==> src/rtl/cmp_seq_ctrl.sv <==
// cmp_seq_ctrl
// Sequencer for a pipelined multi-word magnitude comparator. Issues word
// indices most-significant first, tags each issue so that only genuine
// comparator results are consumed, and folds the returned GR/EQ pairs into a
// single result. It stops at the first unequal word.
module cmp_seq_ctrl #(
    parameter int WIDTH = 8,
    parameter int CW    = 4,
    parameter int LAT   = 2
) (
    input  logic          i_clk,
    input  logic          i_rst,
    input  logic          i_start,
    input  logic [CW-1:0] i_nwords,
    output logic          o_rd_en,
    output logic [CW-1:0] o_rd_idx,
    output logic          o_cmp_en,
    input  logic          i_cmp_gr,
    input  logic          i_cmp_eq,
    output logic          o_busy,
    output logic          o_done,
    output logic          o_gr,
    output logic          o_eq
);

    // WIDTH only describes the operand slices; LAT must be at least one stage
    if (WIDTH < 1 || LAT < 1) begin : g_param_check
        $error("cmp_seq_ctrl: WIDTH and LAT must both be at least 1");
    end

    typedef enum logic [1:0] {
        ST_IDLE,
        ST_ISSUE,
        ST_DRAIN,
        ST_DONE
    } state_t;

    state_t          r_state;
    state_t          w_state_nxt;

    logic            r_rd_en;
    logic [CW-1:0]   r_rd_idx;
    logic            r_cmp_en;
    logic            r_busy;
    logic            r_done;
    logic            r_gr;
    logic            r_eq;
    logic [LAT-1:0]  r_tag;

    logic [CW-1:0]   w_idx_nxt;
    logic            w_gr_nxt;
    logic            w_eq_nxt;
    logic            w_busy_nxt;
    logic            w_hit;
    logic            w_mismatch;
    logic [LAT-1:0]  w_rest;
    logic [LAT-1:0]  w_tag_shift;

    assign o_rd_en  = r_rd_en;
    assign o_rd_idx = r_rd_idx;
    assign o_cmp_en = r_cmp_en;
    assign o_busy   = r_busy;
    assign o_done   = r_done;
    assign o_gr     = r_gr;
    assign o_eq     = r_eq;

    // Bit LAT-1 of the tag marks that the comparator output belongs to a real
    // issue; the remaining bits tell whether any other result is still in flight
    always_comb begin
        w_hit         = r_tag[LAT-1];
        w_mismatch    = w_hit && !i_cmp_eq;
        w_rest        = r_tag;
        w_rest[LAT-1] = 1'b0;
        w_tag_shift    = r_tag << 1;
        w_tag_shift[0] = r_rd_en;
    end

    // State register
    always_ff @(posedge i_clk) begin
        if (i_rst) begin
            r_state <= ST_IDLE;
        end else begin
            r_state <= w_state_nxt;
        end
    end

    // Next-state, next index and result folding
    always_comb begin
        w_state_nxt = r_state;
        w_idx_nxt   = r_rd_idx;
        w_gr_nxt    = r_gr;
        w_eq_nxt    = r_eq;
        unique case (r_state)
            ST_IDLE: begin
                if (i_start) begin
                    w_gr_nxt = 1'b0;
                    if (i_nwords == '0) begin
                        w_state_nxt = ST_DONE;
                        w_eq_nxt    = 1'b1;
                    end else begin
                        w_state_nxt = ST_ISSUE;
                        w_eq_nxt    = 1'b0;
                        w_idx_nxt   = i_nwords - CW'(1);
                    end
                end
            end
            ST_ISSUE: begin
                if (w_mismatch) begin
                    w_state_nxt = ST_DONE;
                    w_gr_nxt    = i_cmp_gr;
                    w_eq_nxt    = 1'b0;
                end else if (r_rd_idx == '0) begin
                    w_state_nxt = ST_DRAIN;
                end else begin
                    w_idx_nxt = r_rd_idx - CW'(1);
                end
            end
            ST_DRAIN: begin
                if (w_mismatch) begin
                    w_state_nxt = ST_DONE;
                    w_gr_nxt    = i_cmp_gr;
                    w_eq_nxt    = 1'b0;
                end else if ((w_hit && w_rest == '0) || r_tag == '0) begin
                    w_state_nxt = ST_DONE;
                    w_gr_nxt    = 1'b0;
                    w_eq_nxt    = 1'b1;
                end
            end
            ST_DONE: begin
                w_state_nxt = ST_IDLE;
            end
            default: begin
                w_state_nxt = ST_IDLE;
            end
        endcase
        w_busy_nxt = (w_state_nxt == ST_ISSUE) || (w_state_nxt == ST_DRAIN);
    end

    // Registered outputs and the in-flight tag line; tags are flushed whenever
    // the compare ends so stale results can never leak into the next one
    always_ff @(posedge i_clk) begin
        if (i_rst) begin
            r_rd_en  <= 1'b0;
            r_rd_idx <= '0;
            r_cmp_en <= 1'b0;
            r_busy   <= 1'b0;
            r_done   <= 1'b0;
            r_gr     <= 1'b0;
            r_eq     <= 1'b0;
            r_tag    <= '0;
        end else begin
            r_rd_en  <= (w_state_nxt == ST_ISSUE);
            r_rd_idx <= w_idx_nxt;
            r_cmp_en <= w_busy_nxt;
            r_busy   <= w_busy_nxt;
            r_done   <= (w_state_nxt == ST_DONE);
            r_gr     <= w_gr_nxt;
            r_eq     <= w_eq_nxt;
            if (!w_busy_nxt) begin
                r_tag <= '0;
            end else if (r_cmp_en) begin
                r_tag <= w_tag_shift;
            end
        end
    end

endmodule
==> config.mk <==
export PLATFORM = sky130hd
export DESIGN_NAME = cmp_seq_ctrl
export DESIGN_NICKNAME = d
export VERILOG_FILES = /design/src/rtl/cmp_seq_ctrl.sv
export SDC_FILE = /design/constraint.sdc
export NUM_CORES = 1
export LEC_CHECK = 0
export CAP_MARGIN = 25
export CORE_MARGIN = 2
export CORE_UTILIZATION = 54
export CTS_BUF_LIST = sky130_fd_sc_hd__clkbuf_4
export DETAILED_ROUTE_END_ITERATION = 10
export GPL_ROUTABILITY_DRIVEN = 0
export PLACE_DENSITY = 0.92
export SLEW_MARGIN = 5
export SYNTH_ARGS = -nofsm -noshare
export SYNTH_HDL_FRONTEND = slang
export SYNTH_SLANG_ARGS = --single-unit
==> constraint.sdc <==
create_clock -name i_clk -period 4.7 [get_ports i_clk]
set_input_delay 0.705 -clock i_clk [delete_from_list [all_inputs] [get_ports i_clk]]
set_output_delay 0.705 -clock i_clk [all_outputs]
set_load 0.005 [all_outputs]
## Word level (Yosys, flattened, before mapping)

Index checks and enable logic that the tools add are counted.

- Flip-flop bits (word level): 13
- Input port bits: 9
- Logic and storage cells: 61

- Add/subtract/negate cells: 2
- Equal/unequal tests: 12
- Multiplexer cells: 23
- Bitwise logic cells: 1
- Reductions and logical operators: 15

Operators with widths:

| operator | number |
|---|---|
| $mux 4 | 4 |
| $mux 2 | 6 |
| $ne 2x2->1 const B | 5 |
| $mux 1 | 9 |
| $eq 2x2->1 const B | 4 |
| $logic_not 4->1 | 2 |
| $pmux 2 s4 | 1 |
| $pmux 4 s2 | 1 |
| $sub 4x1->4 const B | 2 |
| $logic_not 2->1 | 3 |
| $pmux 1 s3 | 2 |
| $reduce_and 5->1 | 1 |
| $eq 2x1->1 const B | 2 |
| $reduce_and 4->1 | 1 |
| $ne 3x3->1 const B | 1 |
| $reduce_bool 3->1 | 1 |
| $logic_and 1x1->1 | 2 |
| $logic_or 1x1->1 | 2 |
| $reduce_bool 2->1 | 1 |
| $reduce_or 2->1 | 1 |
| $logic_not 1->1 | 1 |
| $not 1->1 | 1 |

## Logic depth before layout (Yosys ltp)

- Depth after elaboration: 10
- Mapped depth: 9
- Mapped depth without buffers: 8

## Worst setup path after synthesis

OpenSTA, ideal clock, no wires.

- Kind: input to register
- Start: input i_nwords[1]
- End: register r_tag[0]
- Library setup time: 0.078 ns
- Data arrival time: 2.027 ns
- Data required time: 4.622 ns
- Setup slack: 2.595 ns
- Stages: 6
- Path through: or4_4 > o21ai_2 > o31ai_1 > and2_1 > ha_1 > nor3_1

- Word-level cells in the longest chain between the ends: 8
- Elaborated cells on any way between the ends: 9
- Classes of those cells: eq/ne: 2; mux: 3; bitwise: 1; reduce/logical: 3

Ends and longest elaborated chain:

| item | line | text |
|---|---|---|
| from (decl) | 14 | `input logic [CW-1:0] i_nwords,` |
| $logic_not 4->1 (*) | 97 | `if (i_nwords == '0) begin` |
| $mux 2 (*) | 97 |  |
| $mux 2 (*) | 95 | `if (i_start) begin` |
| $pmux 2 s4 (*) | 93 | `unique case (r_state)` |
| $eq 2x1->1 or $eq 2x2->1 (tied branches) | 136 | `w_busy_nxt = (w_state_nxt == ST_ISSUE) \|\| (w_state_nxt == ST_DRAIN);` |
| $logic_or 1x1->1 (*) | 136 |  |
| $not 1->1 (no source line) (*) | - |  |
| $reduce_or 2->1 (no source line) (*) | - |  |
| to (signal assigned) | 162 | `r_tag <= w_tag_shift;` |
| to (decl) | 48 | `logic [LAT-1:0] r_tag;` |

Every way passes the cells marked *; elsewhere a longest branch is shown, timed or not.
A chain may end at the register's enable or synchronous reset.

## Worst setup path in the final report

- Start: input i_nwords[2]
- End: register r_tag[1]

The elaborated chain is that of the path after synthesis.

==> out/metrics.yaml <==
antenna_found_initial: 0
routed_wl_um: 1880
drt_iter0_drc: 33
start_kind: "input pin"
viasPerCell: 6.23
firstDrtPassIters: 4
synth_seq_area_share: 0.318
grt_max_degree: 15
fin_crit_ps: 2450
setup_viol: 0
cts_tree: "built"
fp.dieW_um: 43.0
tightest_slew_ps: 517
min-delay-start: "o_gr$_SDFFE_PP0P_"
crit_arrival_ps: 2660
finalCritPeriodShare: 0.522
status: "complete, no violations"
power.density_nw_per_um2: 648
cts_resized: 0
yosysUniqueCellTypes: 35
max_freq_mhz: 408
fin_ws_ps: 2250
synth_compound_area_frac: 0.237
finalClockSkew_ps: 2.18
cts_buffer_depth: 2
post-cts-setup-buffers: 0
finalMaxSlewViolations: 0
synth-simple-area-share: 0.211
syn_inst: 93
synthXorXnorAreaFrac: 0
pre_cts_ws_ps: 1960
cp_data_required_time_ps: 4910
synthMuxAreaShare: 0.0855
worstHoldPathCells: 2
postSynth.asyncResetShare: 0
synth-main-ff-cell: "dfxtp_1"
die-area_sq_um: 1850
hpwl_um: 1390
cap_violations: 0
cts_hold_buffers: 0
hold_path_class: "reg -> reg"
r2r_start: "r_state[1]$_SDFF_PP0_"
syn_avg_cell_area_sq_um: 8.81
ant_nets: 0
synthAdderAreaFrac: 0.107
synth-edff-count: 0
place_inst: 124
yosys_warnings: 0
final_cell_mix: "clkdlybuf4s50_1, dfxtp_1, a21oi_1"
p_total_mw: 0.669
slew_headroom: 0.655
clkTransAtPathRegs_ps: 90
insertion_delay_ps: 290
vias: 797
p_leak_nw: 0.404
hold_violations: 0
min_to: "o_gr$_SDFFE_PP0P_"
die_y_um: 43.0
htreeDepth: 1
syn_to_final_growth_pct: 26.1
timing.hold.ws_ps: 468
reg2regPathDepth: 8
synth-seq-cells: 13
rsz0062_at_grt: "no"
worstSetupPathType: "in -> reg"
grt_pass1_wl_um: 3350
num_antenna_cells: 0
ios: 19
rr_endpoint: "o_rd_idx[2]$_SDFFE_PP0P_"
core.rowCount: 14
core_area_sq_um: 1470
final_common_cell: "clkdlybuf4s50_1"
synth_top_family_by_area: "compound AO/OA/AOI/OAI gates"
layout-drive-gt1-share: 0.0893
io_buffer_count: 18
drc: 0
cts-buffers-inserted: 3
tns_ps: 0
start_util: 0.557
ff2ff_setup_slack_ps: 2410
irDropWorstVdd_uv: 458
routedWlPerCell_um: 14.7
critPathMaxFanout: 6
fin_nets: 129
cp-end-kind: "register"
grtUsageTotal: 0.247
grt_pass1_vias: 725
syn_nets: 109
synthesis.area_sq_um: 820
cts_root_buffer: "clkbuf_4"
final_cells: 128
cts.sinks: 13
overflow: 0
area by class of cell:
cell class	instances	area (sq um)
clock buffer	4	30.0
timing repair buffer	18	180
sequential	13	260
fill	116	438
multi-input combinational	72	524
tap	16	20.0
inverter	5	18.8
critical path: stages:
cell	delay, ps
clkdlybuf4s50_1	500
or4_4	530
o21ai_2	150
o31ai_1	120
and2_1	160
ha_1	330
nor3_1	170
report_power, final:
group,total (mW),leakage [nW],internal [mW],switching (mW)
clock,0.0807,0.0184,0.0388,0.0419
sequential,0.178,0.106,0.145,0.0331
combinational,0.410,0.279,0.197,0.213
total,0.669,0.404,0.381,0.288
Yosys cell counts (2+ instances only):
master	instances	share of area
o311ai_0	2	0.021
nor2_1	5	0.023
inv_1	5	0.023
nand2_1	7	0.032
ha_1	7	0.11
o22a_1	2	0.021
dfxtp_1	13	0.32
nor3_1	3	0.018
o22ai_1	2	0.015
o21ai_0	5	0.031
a21oi_1	8	0.049
mux2i_1	7	0.085
nor2b_1	4	0.031
o31ai_1	2	0.018
state kept, by name, indices dropped and copies added, names as in the netlist:
register  cells
o_busy        1
o_done        1
o_eq          1
o_gr          1
o_rd_en       1
o_rd_idx      4
r_state       2
r_tag         2
stage by stage:
| stage | area [sq um] | utilization |
|---|---|---|
| floorplan | 820 | - |
| global placement | 1000 | 0.682 |
| detailed placement | 1000 | 0.682 |
| CTS | 1030 | 0.702 |
| global route | 1030 | 0.702 |
| finish | 1030 | 0.702 |
how the worst max path moves through the flow:
stage	endpoint	start	depth (start not counted)	slack, ps
2_1_floorplan	r_tag[0]$_SDFFE_PP0P_	i_nwords[1]	6	2590
3_3_place_gp	r_tag[1]$_SDFFE_PP0P_	i_nwords[1]	7	2070
3_5_place_dp	r_tag[1]$_SDFFE_PP0P_	i_nwords[1]	7	1960
4_1_cts	r_tag[1]$_SDFFE_PP0P_	i_nwords[1]	7	2250
5_1_grt	r_tag[1]$_SDFFE_PP0P_	i_nwords[2]	7	2150
6_report	r_tag[1]$_SDFFE_PP0P_	i_nwords[2]	7	2250
cells by family (layout without fill, tap and decap cells):
group,count (synthesis),after routing
adders and majority gates,7,7
DFF,13,13
muxes,7,7
buffers and inverters,8,27
AOI/OAI and AO/OA,28,28
and+or+nand+nor,30,30
per-layer routing:
metal  track usage  vias up  part of all wire
li1              -      382                 -
met1         0.342      366              0.44
met2         0.336       43              0.44
met3        0.0766        6             0.089
met4         0.139        0             0.025
met5             0        -                 0
Note: power is estimated with default switching activity, not from simulation.
